$ cat config.mk
export PLATFORM = sky130hd
export DESIGN_NAME = mux_arbiter
export DESIGN_NICKNAME = d
export VERILOG_FILES = /design/src/rtl/mux_arb_pkg.sv /design/src/rtl/mux_arb_beat_cnt.sv /design/src/rtl/mux_arbiter.sv
export SDC_FILE = /design/constraint.sdc
export NUM_CORES = 1
export LEC_CHECK = 0
export CAP_MARGIN = 20
export CORE_MARGIN = 4
export CORE_UTILIZATION = 35
export CTS_CLUSTER_SIZE = 8
export DETAILED_ROUTE_END_ITERATION = 10
export MAX_ROUTING_LAYER = met4
export PLACE_DENSITY = 0.62
export SETUP_SLACK_MARGIN = 0.5
export SLEW_MARGIN = 20
export SYNTH_ARGS = -nofsm -noshare
export SYNTH_HDL_FRONTEND = slang
export SYNTH_HIERARCHICAL = 1
export SYNTH_SLANG_ARGS = --single-unit
$ cat constraint.sdc
create_clock -name clk -period 3.5 [get_ports clk]
set_input_delay 0.35 -clock clk [delete_from_list [all_inputs] [get_ports clk]]
set_output_delay 0.35 -clock clk [all_outputs]
set_load 0.01 [all_outputs]
$ cat src/rtl/mux_arb_pkg.sv
// Shared types and constants for the two-requester mux arbiter.
// Imported by mux_arbiter and mux_arb_beat_cnt.
package mux_arb_pkg;

  typedef enum logic [1:0] {
    IDLE  = 2'd0,
    OWN_A = 2'd1,
    OWN_B = 2'd2
  } mux_arb_state_t;

  localparam logic SEL_A = 1'b0;
  localparam logic SEL_B = 1'b1;
  localparam int   CNT_W = 4;

  // Resolve pending requests; prefer_b breaks a tie in favour of B.
  function automatic mux_arb_state_t pick_owner(input logic req_a, input logic req_b,
                                                input logic prefer_b);
    mux_arb_state_t nxt;
    if (req_a && req_b) nxt = prefer_b ? OWN_B : OWN_A;
    else if (req_a)     nxt = OWN_A;
    else if (req_b)     nxt = OWN_B;
    else                nxt = IDLE;
    return nxt;
  endfunction

endpackage

$ cat src/rtl/mux_arb_beat_cnt.sv
// Beat counter for one grant tenure: clear on grant, count accepted beats,
// flag the beat that completes a MAX_BURST tenure.
module mux_arb_beat_cnt
  import mux_arb_pkg::*;
#(
  parameter int MAX_BURST = 4
) (
  input  logic clk,
  input  logic rst_n,
  input  logic clr,
  input  logic inc,
  output logic last_beat
);

  localparam logic [CNT_W-1:0] LAST_CNT = CNT_W'(MAX_BURST - 1);

  logic [CNT_W-1:0] count_d;
  logic [CNT_W-1:0] count_q;

  // A new grant outranks a beat landing on the same cycle.
  always_comb begin
    count_d = count_q;
    if (clr)      count_d = '0;
    else if (inc) count_d = count_q + 1'b1;
  end

  always_ff @(posedge clk or negedge rst_n) begin
    if (!rst_n) count_q <= '0;
    else        count_q <= count_d;
  end

  assign last_beat = inc && (count_q == LAST_CNT);

endmodule

$ cat src/rtl/mux_arbiter.sv
// Two-requester burst arbiter steering one shared data path.
// MUX_ARB_ROUND_ROBIN_EN selects round-robin tie-break; otherwise A has fixed priority.
//   state | meaning
//   IDLE  | nobody owns the path, o_data follows o_sel
//   OWN_A | A owns the path, beats counted toward MAX_BURST
//   OWN_B | B owns the path, beats counted toward MAX_BURST
module mux_arbiter
  import mux_arb_pkg::*;
#(
  parameter int MAX_BURST = 4,
  parameter int DATA_W    = 1
) (
  input  logic              clk,
  input  logic              rst_n,
  input  logic              i_req_a,
  input  logic [DATA_W-1:0] i_data_a,
  output logic              o_gnt_a,
  input  logic              i_req_b,
  input  logic [DATA_W-1:0] i_data_b,
  output logic              o_gnt_b,
  output logic              o_valid,
  output logic [DATA_W-1:0] o_data,
  input  logic              i_ready,
  output logic              o_sel
);

  mux_arb_state_t state_d, state_q;
  logic gnt_a_d, gnt_a_q;
  logic gnt_b_d, gnt_b_q;
  logic sel_d, sel_q;
  logic beat, last_beat, release_own, arb_now, prefer_b;

`ifdef MUX_ARB_ROUND_ROBIN_EN
  logic last_d, last_q;
  assign prefer_b = (last_q == SEL_A);
`else
  assign prefer_b = 1'b0;
`endif

  assign o_valid = ((state_q == OWN_A) && i_req_a) || ((state_q == OWN_B) && i_req_b);
  assign beat    = o_valid && i_ready;

  mux_arb_beat_cnt #(.MAX_BURST(MAX_BURST)) u_beat_cnt (
    .clk       (clk),
    .rst_n     (rst_n),
    .clr       (arb_now),
    .inc       (beat),
    .last_beat (last_beat)
  );

  // Arbitration happens in IDLE and at every release, so hand-off costs no idle cycle.
  always_comb begin
    case (state_q)
      OWN_A:   release_own = !i_req_a || last_beat;
      OWN_B:   release_own = !i_req_b || last_beat;
      default: release_own = 1'b0;
    endcase
    arb_now = (state_q == IDLE) || release_own;
    state_d = state_q;
    sel_d   = sel_q;
    if (arb_now) begin
      state_d = pick_owner(i_req_a, i_req_b, prefer_b);
      if (state_d != IDLE) sel_d = (state_d == OWN_B) ? SEL_B : SEL_A;
    end
    gnt_a_d = (state_d == OWN_A);
    gnt_b_d = (state_d == OWN_B);
  end

`ifdef MUX_ARB_ROUND_ROBIN_EN
  always_comb begin
    last_d = last_q;
    if (arb_now && (state_d != IDLE)) last_d = sel_d;
  end
`endif

  always_ff @(posedge clk or negedge rst_n) begin
    if (!rst_n) begin
      state_q <= IDLE;
      gnt_a_q <= 1'b0;
      gnt_b_q <= 1'b0;
      sel_q   <= SEL_A;
`ifdef MUX_ARB_ROUND_ROBIN_EN
      last_q  <= SEL_B;
`endif
    end else begin
      state_q <= state_d;
      gnt_a_q <= gnt_a_d;
      gnt_b_q <= gnt_b_d;
      sel_q   <= sel_d;
`ifdef MUX_ARB_ROUND_ROBIN_EN
      last_q  <= last_d;
`endif
    end
  end

  always_comb begin
    case (state_q)
      OWN_A:   o_data = i_data_a;
      OWN_B:   o_data = i_data_b;
      default: o_data = (sel_q == SEL_B) ? i_data_b : i_data_a;
    endcase
  end

  assign o_gnt_a = gnt_a_q;
  assign o_gnt_b = gnt_b_q;
  assign o_sel   = sel_q;

endmodule

# After elaboration in Yosys (flattened, before gate mapping)
# Cells that the tools add are included.
dict set report totals {
  reg_bits 9
  input_bits 7
  elab_cells 38
}
dict set report op_classes {
  eq_ne 6
  n_mux 11
  addsub 1
  reduce_logical 15
}
# cell n
set op_table {}
lappend op_table {{$mux W2} 5}
lappend op_table {{$mux W4} 2}
lappend op_table {{$eq A2 B2 Y1 const B} 3}
lappend op_table {{$logic_and A1 B1 Y1} 5}
lappend op_table {{$add A4 B1 Y4 const B} 1}
lappend op_table {{$eq A2 B1 Y1 const B} 2}
lappend op_table {{$eq A4 B2 Y1 const B} 1}
lappend op_table {{$logic_or A1 B1 Y1} 4}
lappend op_table {{$pmux W1 S2} 2}
lappend op_table {{$reduce_bool A2 Y1} 2}
lappend op_table {{$logic_not A1 Y1} 2}
lappend op_table {{$logic_not A2 Y1} 1}
lappend op_table {{$mux W1} 2}
lappend op_table {{$reduce_and A2 Y1} 1}

# Longest topological paths before layout
# Gate-level depths: netlist of run 1.
dict set report logic_depth {
  word_depth 11
  depth_mapped 11
  ltp_nobuf 10
}

# Hierarchy
# Netlist of run 1, hierarchy kept.
# mod seq_area_each_um2 cells_per_inst instances area_per_inst_um2
set modules_own_cells {}
lappend modules_own_cells {mux_arbiter 125.1 36 1 360.3}
lappend modules_own_cells {mux_arb_beat_cnt 100.1 19 1 202.7}

# Least setup slack after synthesis of run 1
# Ideal clock, no wire load.
dict set report synth_path {
  kind {reg2reg}
  start {reg state_q[0]}
  end {reg u_beat_cnt.count_q[3]}
  t_arrival_ns 2.255
  period_less_slack_ns 2.383
  required_time_ns 3.373
  path_slack_ns 1.117
  stages_incl_launch_ff 12
  path_buffers 1
  path_cell_list {dfrtp_1 -> inv_1 -> ha_1 -> a22o_1 -> and2_1 -> buf_2 -> nand2_1 -> nor3_1 -> o21a_1 -> or2_1 -> nor2b_1 -> mux2_1}
}
dict set report synth_between {
  elab_chain_len 9
}
# element line
set synth_lines {}
lappend synth_lines {{start, declared} mux_arbiter.sv:27} ;# mux_arb_state_t state_d, state_q;
lappend synth_lines {{start signal, assigned} mux_arbiter.sv:86} ;# state_q <= state_d;
lappend synth_lines {{$eq A2 B1 Y1 / $eq A2 B2 Y1 (equally long branches)} mux_arbiter.sv:40} ;# assign o_valid = ((state_q == OWN_A) && i_req_a) || ((state_q == OWN_B) && i_req_b);
lappend synth_lines {{$logic_and A1 B1 Y1} mux_arbiter.sv:40}
lappend synth_lines {{$logic_or A1 B1 Y1 *} mux_arbiter.sv:40}
lappend synth_lines {{named net o_valid} mux_arbiter.sv:21} ;# output logic o_valid,
lappend synth_lines {{$logic_and A1 B1 Y1 *} mux_arbiter.sv:41} ;# assign beat = o_valid && i_ready;
lappend synth_lines {{named net beat} mux_arbiter.sv:31} ;# logic beat, last_beat, release_own, arb_now, prefer_b;
lappend synth_lines {{$logic_and A1 B1 Y1 *} mux_arb_beat_cnt.sv:32} ;# assign last_beat = inc && (count_q == LAST_CNT);
lappend synth_lines {{named net last_beat} mux_arbiter.sv:31}
lappend synth_lines {{$logic_or A1 B1 Y1 (on tied branches)} {mux_arbiter.sv:55, mux_arbiter.sv:54}}
lappend synth_lines {{$pmux W1 S2 *} mux_arbiter.sv:53} ;# case (state_q)
lappend synth_lines {{$logic_or A1 B1 Y1 *} mux_arbiter.sv:58} ;# arb_now = (state_q == IDLE) || release_own;
lappend synth_lines {{named net arb_now} mux_arbiter.sv:31}
lappend synth_lines {{$mux W4 / $reduce_bool A2 Y1 (equally long branches)} --}
lappend synth_lines {{end signal, assigned} mux_arb_beat_cnt.sv:29} ;# else count_q <= count_d;
lappend synth_lines {{end, declared} mux_arb_beat_cnt.sv:18} ;# logic [CNT_W-1:0] count_q;
# The timed path passes the listed nets; every way through them passes the cells marked *.
# A chain may end at the register's enable or synchronous reset.

# Worst setup path after layout of run 1
dict set report layout_path {
  start {reg state_q[0]}
  end {reg u_beat_cnt.count_q[3]}
}
dict set report layout_between {
  elab_chain_len 9
}
# element line
set layout_lines {}
lappend layout_lines {{$eq A2 B1 Y1 / $eq A2 B2 Y1 (equally long branches)} mux_arbiter.sv:40}
lappend layout_lines {{$logic_and A1 B1 Y1} mux_arbiter.sv:40}
lappend layout_lines {{$logic_or A1 B1 Y1 *} mux_arbiter.sv:40}
lappend layout_lines {{$logic_and A1 B1 Y1 *} mux_arbiter.sv:41}
lappend layout_lines {{named net beat} mux_arbiter.sv:31}
lappend layout_lines {{$logic_and A1 B1 Y1 *} mux_arb_beat_cnt.sv:32}
lappend layout_lines {{named net last_beat} mux_arbiter.sv:31}
lappend layout_lines {{$logic_or A1 B1 Y1 (on tied branches)} {mux_arbiter.sv:55, mux_arbiter.sv:54}}
lappend layout_lines {{$pmux W1 S2 *} mux_arbiter.sv:53}
lappend layout_lines {{$logic_or A1 B1 Y1 *} mux_arbiter.sv:58}
lappend layout_lines {{named net arb_now} mux_arbiter.sv:31}
lappend layout_lines {{$mux W4 / $reduce_bool A2 Y1 (equally long branches)} --}
# Marked as above.

==> results.py, run 1 <==
metrics = {
    "worst_setup_path": {
        "rr_worst_depth": 10,
        "crit_required_ns": 3.64,
        "slowest_stage": "dfrtp_1",
        "worst-setup-path-type": "reg -> reg",
        "cp_max_fo": 6,
        "reg2reg_slack_ns": 0.86,
        "r2r-end": "u_beat_cnt/count_q[3]",
        "startpoint": "state_q[0]",
        "worstPathArrival_ns": 2.77,
        "regToRegStartpoint": "state_q[0]",
        "endpoint": "u_beat_cnt/count_q[3]",
        "startpoint_type": "flop",
        "worstPathCellList": "inv_1 -> ha_1 -> a22o_1 -> and2_1 -> nand2_1 -> nor3_1 -> o21a_1 -> or2_1 -> nor2b_1 -> mux2_1",
        "critPathMaxStageDelay_ns": 0.40,
        "cp-end-kind": "flop",
    },
    "timing": {
        "post-route-period-util_pct": 75.3,
        "setup_viol": 0,
        "relSlewSlack_pct": 73.7,
        "grt_setup_unrepaired": "false",
        "fin_setup_tns_ns": 0,
        "period_minus_slack_ns": 2.64,
        "skew_ns": 0.00328,
        "drv_slew": 0,
        "hold_viol": 0,
        "max_freq_mhz": 379,
        "tightest_slew_ns": 0.393,
    },
    "floorplan": {
        "die_area_um2": 2310,
        "die_w_um": 48.1,
        "initial_core_util_pct": 37.4,
        "die_h_um": 48.1,
        "io_pins": 12,
        "core_um2": 1510,
        "num_rows": 14,
    },
    "synthesis": {
        "dominantRegCellSynth": "dfrtp_1",
        "yosysMostFrequentCell": "dfrtp_1",
        "yosysWarnings": 6,
        "seq_area_frac_synth_pct": 40.0,
        "synthDominantCellAreaShare_pct": 40.0,
        "synth_edf_count": 0,
        "ys_ff_latch": 9,
        "synth_common_cells": "dfrtp_1, a21oi_1, ha_1",
        "syn_avg_cell_area_um2": 10.2,
        "syn_inst": 55,
        "yosysUniqueCellTypes": 31,
        "synth_area_leaders": "dfrtp_1, ha_1, a21oi_1, mux2i_1, nor2b_1",
        "yosys.area.top_type": "dfrtp_1",
        "synth-async-reset-ratio_pct": 100,
        "syn_nets": 66,
        "netlist_area_um2": 563,
    },
    "cells_and_area": {
        "nets": 81,
        "syn_to_final_growth_pct": 26.9,
        "fin_area_um2": 714,
        "post-route-util_pct": 47.4,
        "drive_above_1_share_pct": 10.1,
        "antenna_cells": 0,
    },
    "global_routing": {
        "grt_pass1_vias": 405,
        "grt_first_pass_wirelength_mm": 1.77,
        "grt_max_degree": 10,
        "grt_overflow": 0,
        "antenna_found_initial": 0,
        "track_usage_pct": 11.7,
    },
    "clock_network": {
        "clockBufferDepth": 2,
        "cts_sinks": 9,
        "cts_root_buf": "clkbuf_4",
        "post_cts_buffers": 0,
        "htreeDepth": 1,
        "ctsResizeCount": 0,
        "cts_tree": "done",
        "cts.reportedPaths.clkPinSlew_ns": 0.06,
        "cts_hold_buf": 0,
        "cts_buffers": 3,
        "worstSkewPairLatency_ns": 0.26,
    },
    "placement": {
        "dp_hpwl_um": 825,
        "gp_congestion": 0.723,
        "place_area_um2": 688,
        "portBuffers": 11,
    },
    "power": {
        "power.switching_mw": 0.0391,
        "p_seq_share_pct": 53.2,
        "power_density_nw_per_um2": 274,
        "ir_worst_vdd_uv": 154,
        "swShare_pct": 20.0,
        "p_total_mw": 0.196,
        "power_leakage_nw": 0.310,
        "clock_power_share_pct": 39.4,
        "internal_power_mw": 0.156,
        "combPwrFrac_pct": 7.4,
    },
    "detailed_routing": {
        "ant_nets": 0,
        "via_per_inst": 5.19,
        "drt-total-wl_mm": 1.06,
        "num_vias": 441,
        "drt_pre_antenna_iters": 4,
        "wl_per_cell_um": 12.5,
        "drc": 0,
        "dr.first_iter.drc_count": 7,
    },
    "job": {
        "maxCapViolations": 0,
    },
    "worst_hold_path": {
        "hold_class": "in -> async",
    },
    "run_status": {
        "status": "finished, final reports clean",
    },
}
worst min-delay path by stage:
stage | startpoint | end | slack [ns] | cells past startpoint
floorplan | rst_n | o_gnt_a | 0.05 | 0
global placement | u_beat_cnt/count_q[1] | u_beat_cnt/count_q[1] | 0.54 | 2
detailed placement | u_beat_cnt/count_q[1] | u_beat_cnt/count_q[1] | 0.55 | 2
CTS | rst_n | u_beat_cnt/count_q[1] | 0.39 | 1
global route | rst_n | state_q[0] | 0.40 | 1
finish | rst_n | u_beat_cnt/count_q[1] | 0.38 | 1
metrics by stage:
| step | std cells | worst slack, ns | hold slack, ns |
|---|---|---|---|
| after floorplan | 55 | 1.12 | 0.0544 |
| after global placement | 81 | 0.752 | 0.536 |
| after detailed placement | 81 | 0.735 | 0.553 |
| after CTS | 85 | 0.825 | 0.385 |
| after global routing | 85 | 0.666 | 0.403 |
| final | 85 | 0.865 | 0.382 |
final cells by class:
type	instances	area [µm²]
inverters	2	7.51
clock buffers	4	26.3
fillers	156	792
flip-flops and latches	9	225
multi-input cells	43	325
well taps	16	20.0
repair buffers	11	110
cell usage in the layout (no fill, tap or decap), drive strengths merged:
master / synthesis / layout
a211oi: 1 / 1
a21bo: 1 / 1
a21oi: 4 / 4
a22o: 1 / 1
a22oi: 1 / 1
and2: 1 / 1
and3: 1 / 1
clkbuf: 0 / 4
clkdlybuf4s50: 0 / 11
dfrtp: 9 / 9
ha: 4 / 4
inv: 2 / 2
mux2: 1 / 1
mux2i: 2 / 2
nand2: 3 / 3
nand2b: 1 / 1
nand3b: 1 / 1
nand4: 1 / 1
nor2: 3 / 3
nor2b: 3 / 3
nor3: 1 / 1
o211ai: 2 / 2
o21a: 1 / 1
o21ai: 1 / 1
o21ba: 1 / 1
o22ai: 1 / 1
o311ai: 1 / 1
o32ai: 1 / 1
or2: 1 / 1
or2b: 1 / 1
or3: 2 / 2
xnor2: 1 / 1
per-layer routing:
metal / up-vias / global-route usage [%] / share of wire (%)
met2: 11 / 14.8 / 42
met4: 0 / 4.84 / 0.75
met3: 2 / 5.90 / 5.9
met1: 199 / 15.5 / 52
li1: 229 / - / -
met5: - / - / 0
worst max-delay path, delay by kind of cell (launching register included):
family                     cells  cell delay, ns
and+or+nand+nor                5            0.91
AOI/OAI and AO/OA              2            0.49
DFF                            1            0.40
adders and majority gates      1            0.29
muxes                          1            0.29
buffers and inverters          1            0.13
sequential cells by signal, summed over array words and instances (netlist names):
| name | cells |
|---|---|
| state_q | 2 |
| o_gnt_a | 1 |
| o_sel | 1 |
| o_gnt_b | 1 |
| u_beat_cnt/count_q | 4 |
logic make-up after synthesis:
group	Yosys count	synth area share, %
AO/OA/AOI/OAI	16	23.1
XOR/XNOR	1	1.56
adder cells (fa/ha/maj)	4	8.89
buffers and inverters	3	2.22
flip-flops	9	40.0
multiplexers	3	5.56
AND/OR/NAND/NOR	19	18.7
power groups by stage:
stage / Clock, mW / Sequential [mW] / Combinational [mW]
after floorplan: 0 / 0.106 / 0.00309
after global placement: 0 / 0.106 / 0.0147
after detailed placement: 0 / 0.106 / 0.0146
after CTS: 0.0823 / 0.104 / 0.0147
after global routing: 0.0881 / 0.104 / 0.0159
final: 0.0770 / 0.104 / 0.0145
No activity file was read; power rests on OpenSTA's default activity.
==> run 2, diff against run 1 <==
--- a/config.mk
+++ b/config.mk
@@ -11,7 +11,7 @@
 export CTS_CLUSTER_SIZE = 8
 export DETAILED_ROUTE_END_ITERATION = 10
 export MAX_ROUTING_LAYER = met4
-export PLACE_DENSITY = 0.62
+export PLACE_DENSITY = 0.64
 export SETUP_SLACK_MARGIN = 0.5
 export SLEW_MARGIN = 20
 export SYNTH_ARGS = -nofsm -noshare
==> constraint.sdc (replaced) <==
create_clock -name clk -period 2.35 [get_ports clk]
set_input_delay 0.235 -clock clk [delete_from_list [all_inputs] [get_ports clk]]
set_output_delay 0.235 -clock clk [all_outputs]
set_load 0.01 [all_outputs]
==> run 2 against run 1 <==
Net effect:
- power grew 52%
- count of clock-buffer cells in the layout unchanged
- sequential share of layout area down 6.3 points
- first-iteration DRC count decreased by 29%
- register-to-register slack worse by 0.48 ns
- critical endpoint unchanged
==> results.py, run 2 (synthesized netlist as in run 1, its figures left out) <==
metrics = {
    "detailed_routing": {
        "drc": 0,
        "drt-total-wl_mm": 1.24,
        "wl_per_cell_um": 12.9,
        "dr.first_iter.drc_count": 5,
        "via_per_inst": 5.27,
        "ant_nets": 0,
        "num_vias": 506,
        "drt_pre_antenna_iters": 4,
    },
    "cells_and_area": {
        "finalNonFillerCells": 96,
        "antenna_cells": 0,
        "final_cell_mix": "clkdlybuf4s50_1, dfrtp_1, buf_4",
        "drive_above_1_share_pct": 41.3,
        "largest_reg_flops": 4,
        "syn_to_final_growth_pct": 59.8,
        "final_common_cell": "clkdlybuf4s50_1",
        "top_regs": "u_beat_cnt/count_q x4, state_q x2",
        "regMostFlops": "u_beat_cnt/count_q",
        "nets": 92,
    },
    "clock_network": {
        "cts_tree": "done",
        "htreeDepth": 1,
        "cts.reportedPaths.clkPinSlew_ns": 0.06,
        "cts_sinks": 9,
        "worstSkewPairLatency_ns": 0.26,
        "cts_buffers": 3,
        "clockBufferDepth": 2,
        "cts_root_buf": "clkbuf_4",
        "cts_hold_buf": 0,
    },
    "timing": {
        "post-route-period-util_pct": 83.6,
        "fin_setup_tns_ns": 0,
        "relSlewSlack_pct": 74.6,
        "setup_viol": 0,
        "max_freq_mhz": 509,
        "worst_slack_ns": 0.384,
        "hold_viol": 0,
        "tightest_slew_ns": 0.379,
        "grt_setup_unrepaired": "true",
        "skew_ns": 0.0101,
        "drv_slew": 0,
        "period_minus_slack_ns": 1.97,
        "holdWs_ns": 0.254,
    },
    "worst_setup_path": {
        "regToRegStartpoint": "state_q[0]",
        "startpoint": "state_q[0]",
        "endpoint": "u_beat_cnt/count_q[3]",
        "r2r-end": "u_beat_cnt/count_q[3]",
        "worst-setup-path-type": "reg -> reg",
        "cp-end-kind": "flop",
        "cp_max_fo": 4,
        "crit_required_ns": 2.56,
        "startpoint_type": "flop",
        "worstPathArrival_ns": 2.17,
        "reg2reg_slack_ns": 0.38,
        "rr_worst_depth": 10,
    },
    "global_routing": {
        "antenna_found_initial": 0,
        "grt_max_degree": 10,
        "track_usage_pct": 13.6,
        "grt_first_pass_wirelength_mm": 2.01,
        "grt_overflow": 0,
        "grt_pass1_vias": 461,
    },
    "worst_hold_path": {
        "hold_class": "in -> async",
    },
    "power": {
        "p_total_mw": 0.296,
        "ir_worst_vdd_uv": 342,
        "power_density_nw_per_um2": 330,
        "power_leakage_nw": 0.390,
    },
    "placement": {
        "dp.cells": 85,
        "dp_hpwl_um": 840,
        "gp_congestion": 0.776,
        "place_ws_ns": 0.133,
        "portBuffers": 11,
    },
    "floorplan": {
        "die_h_um": 48.1,
        "die_area_um2": 2310,
        "num_rows": 14,
        "die_w_um": 48.1,
        "core_um2": 1510,
        "io_pins": 12,
        "initial_core_util_pct": 37.4,
    },
    "run_status": {
        "status": "finished, final reports clean",
    },
    "job": {
        "maxCapViolations": 0,
    },
}
[run 2: changes by cell type in the layout (fill, tap and decap cells not counted), moves of 2 or more]
| cell | previous run | this run |
|---|---|---|
| inv_1 | 2 | 0 |
| ha_1 | 4 | 1 |
| ha_4 | 0 | 2 |
| buf_6 | 0 | 3 |
| buf_4 | 0 | 8 |
| nor2_4 | 0 | 2 |
| nor2_1 | 3 | 1 |
| clkdlybuf4s50_1 | 11 | 9 |
[run 2: layout make-up]
class	instances	area [µm²]
fill	126	607
multi-input combinational	43	414
sequential	9	226
timing repair buffer	22	203
clock buffer	4	26.3
tap	16	20.0
inverter	2	10.0
[run 2: critical path: stages, from the launching register on]
cell	delay, ns
dfrtp_1	0.39
buf_6	0.13
ha_4	0.15
a22o_1	0.24
and2_4	0.17
nand2_4	0.06
nor3_4	0.05
o21a_1	0.19
or2_4	0.26
nor2b_1	0.13
mux2_4	0.15
[run 2: per-layer routing]
metal | global-route usage, % | share of wire [%]
met4 | 4.84 | 0.65
met1 | 16.7 | 45
met5 | - | 0
met3 | 6.64 | 7.1
met2 | 19.3 | 47
[run 2: how the worst min path moves through the flow]
stage          startpoint               endpoint  slack (ns)  cells after the start
4_1_cts             rst_n                o_gnt_b        0.27                      1
2_1_floorplan       rst_n                o_gnt_a       -0.06                      0
3_3_place_gp        rst_n  u_beat_cnt/count_q[0]        0.55                      1
3_5_place_dp        rst_n  u_beat_cnt/count_q[0]        0.55                      1
6_report            rst_n                o_gnt_b        0.25                      1
5_1_grt             rst_n  u_beat_cnt/count_q[3]        0.29                      1
[run 2: repair_timing]
action / in CTS / in global routing
buffers inserted: 3 / 4
pin swaps: 3 / 8
gates resized for setup: 8 / 12
endpoints found under the setup margin: 11 / 10
[run 2: metrics by stage]
step           instance area [µm²]  util, %
5_1_grt                        900     59.7
3_3_place_gp                   754     50.1
4_1_cts                        821     54.5
6_report                       900     59.7
3_5_place_dp                   754     50.1
2_1_floorplan                  606        -
[run 2: power breakdown]
group | total [mW] | internal (mW) | switching (mW)
logic | 0.0234 | 0.0139 | 0.00949
clock network | 0.118 | 0.0653 | 0.0528
registers | 0.155 | 0.155 | 0
total | 0.296 | 0.234 | 0.0623
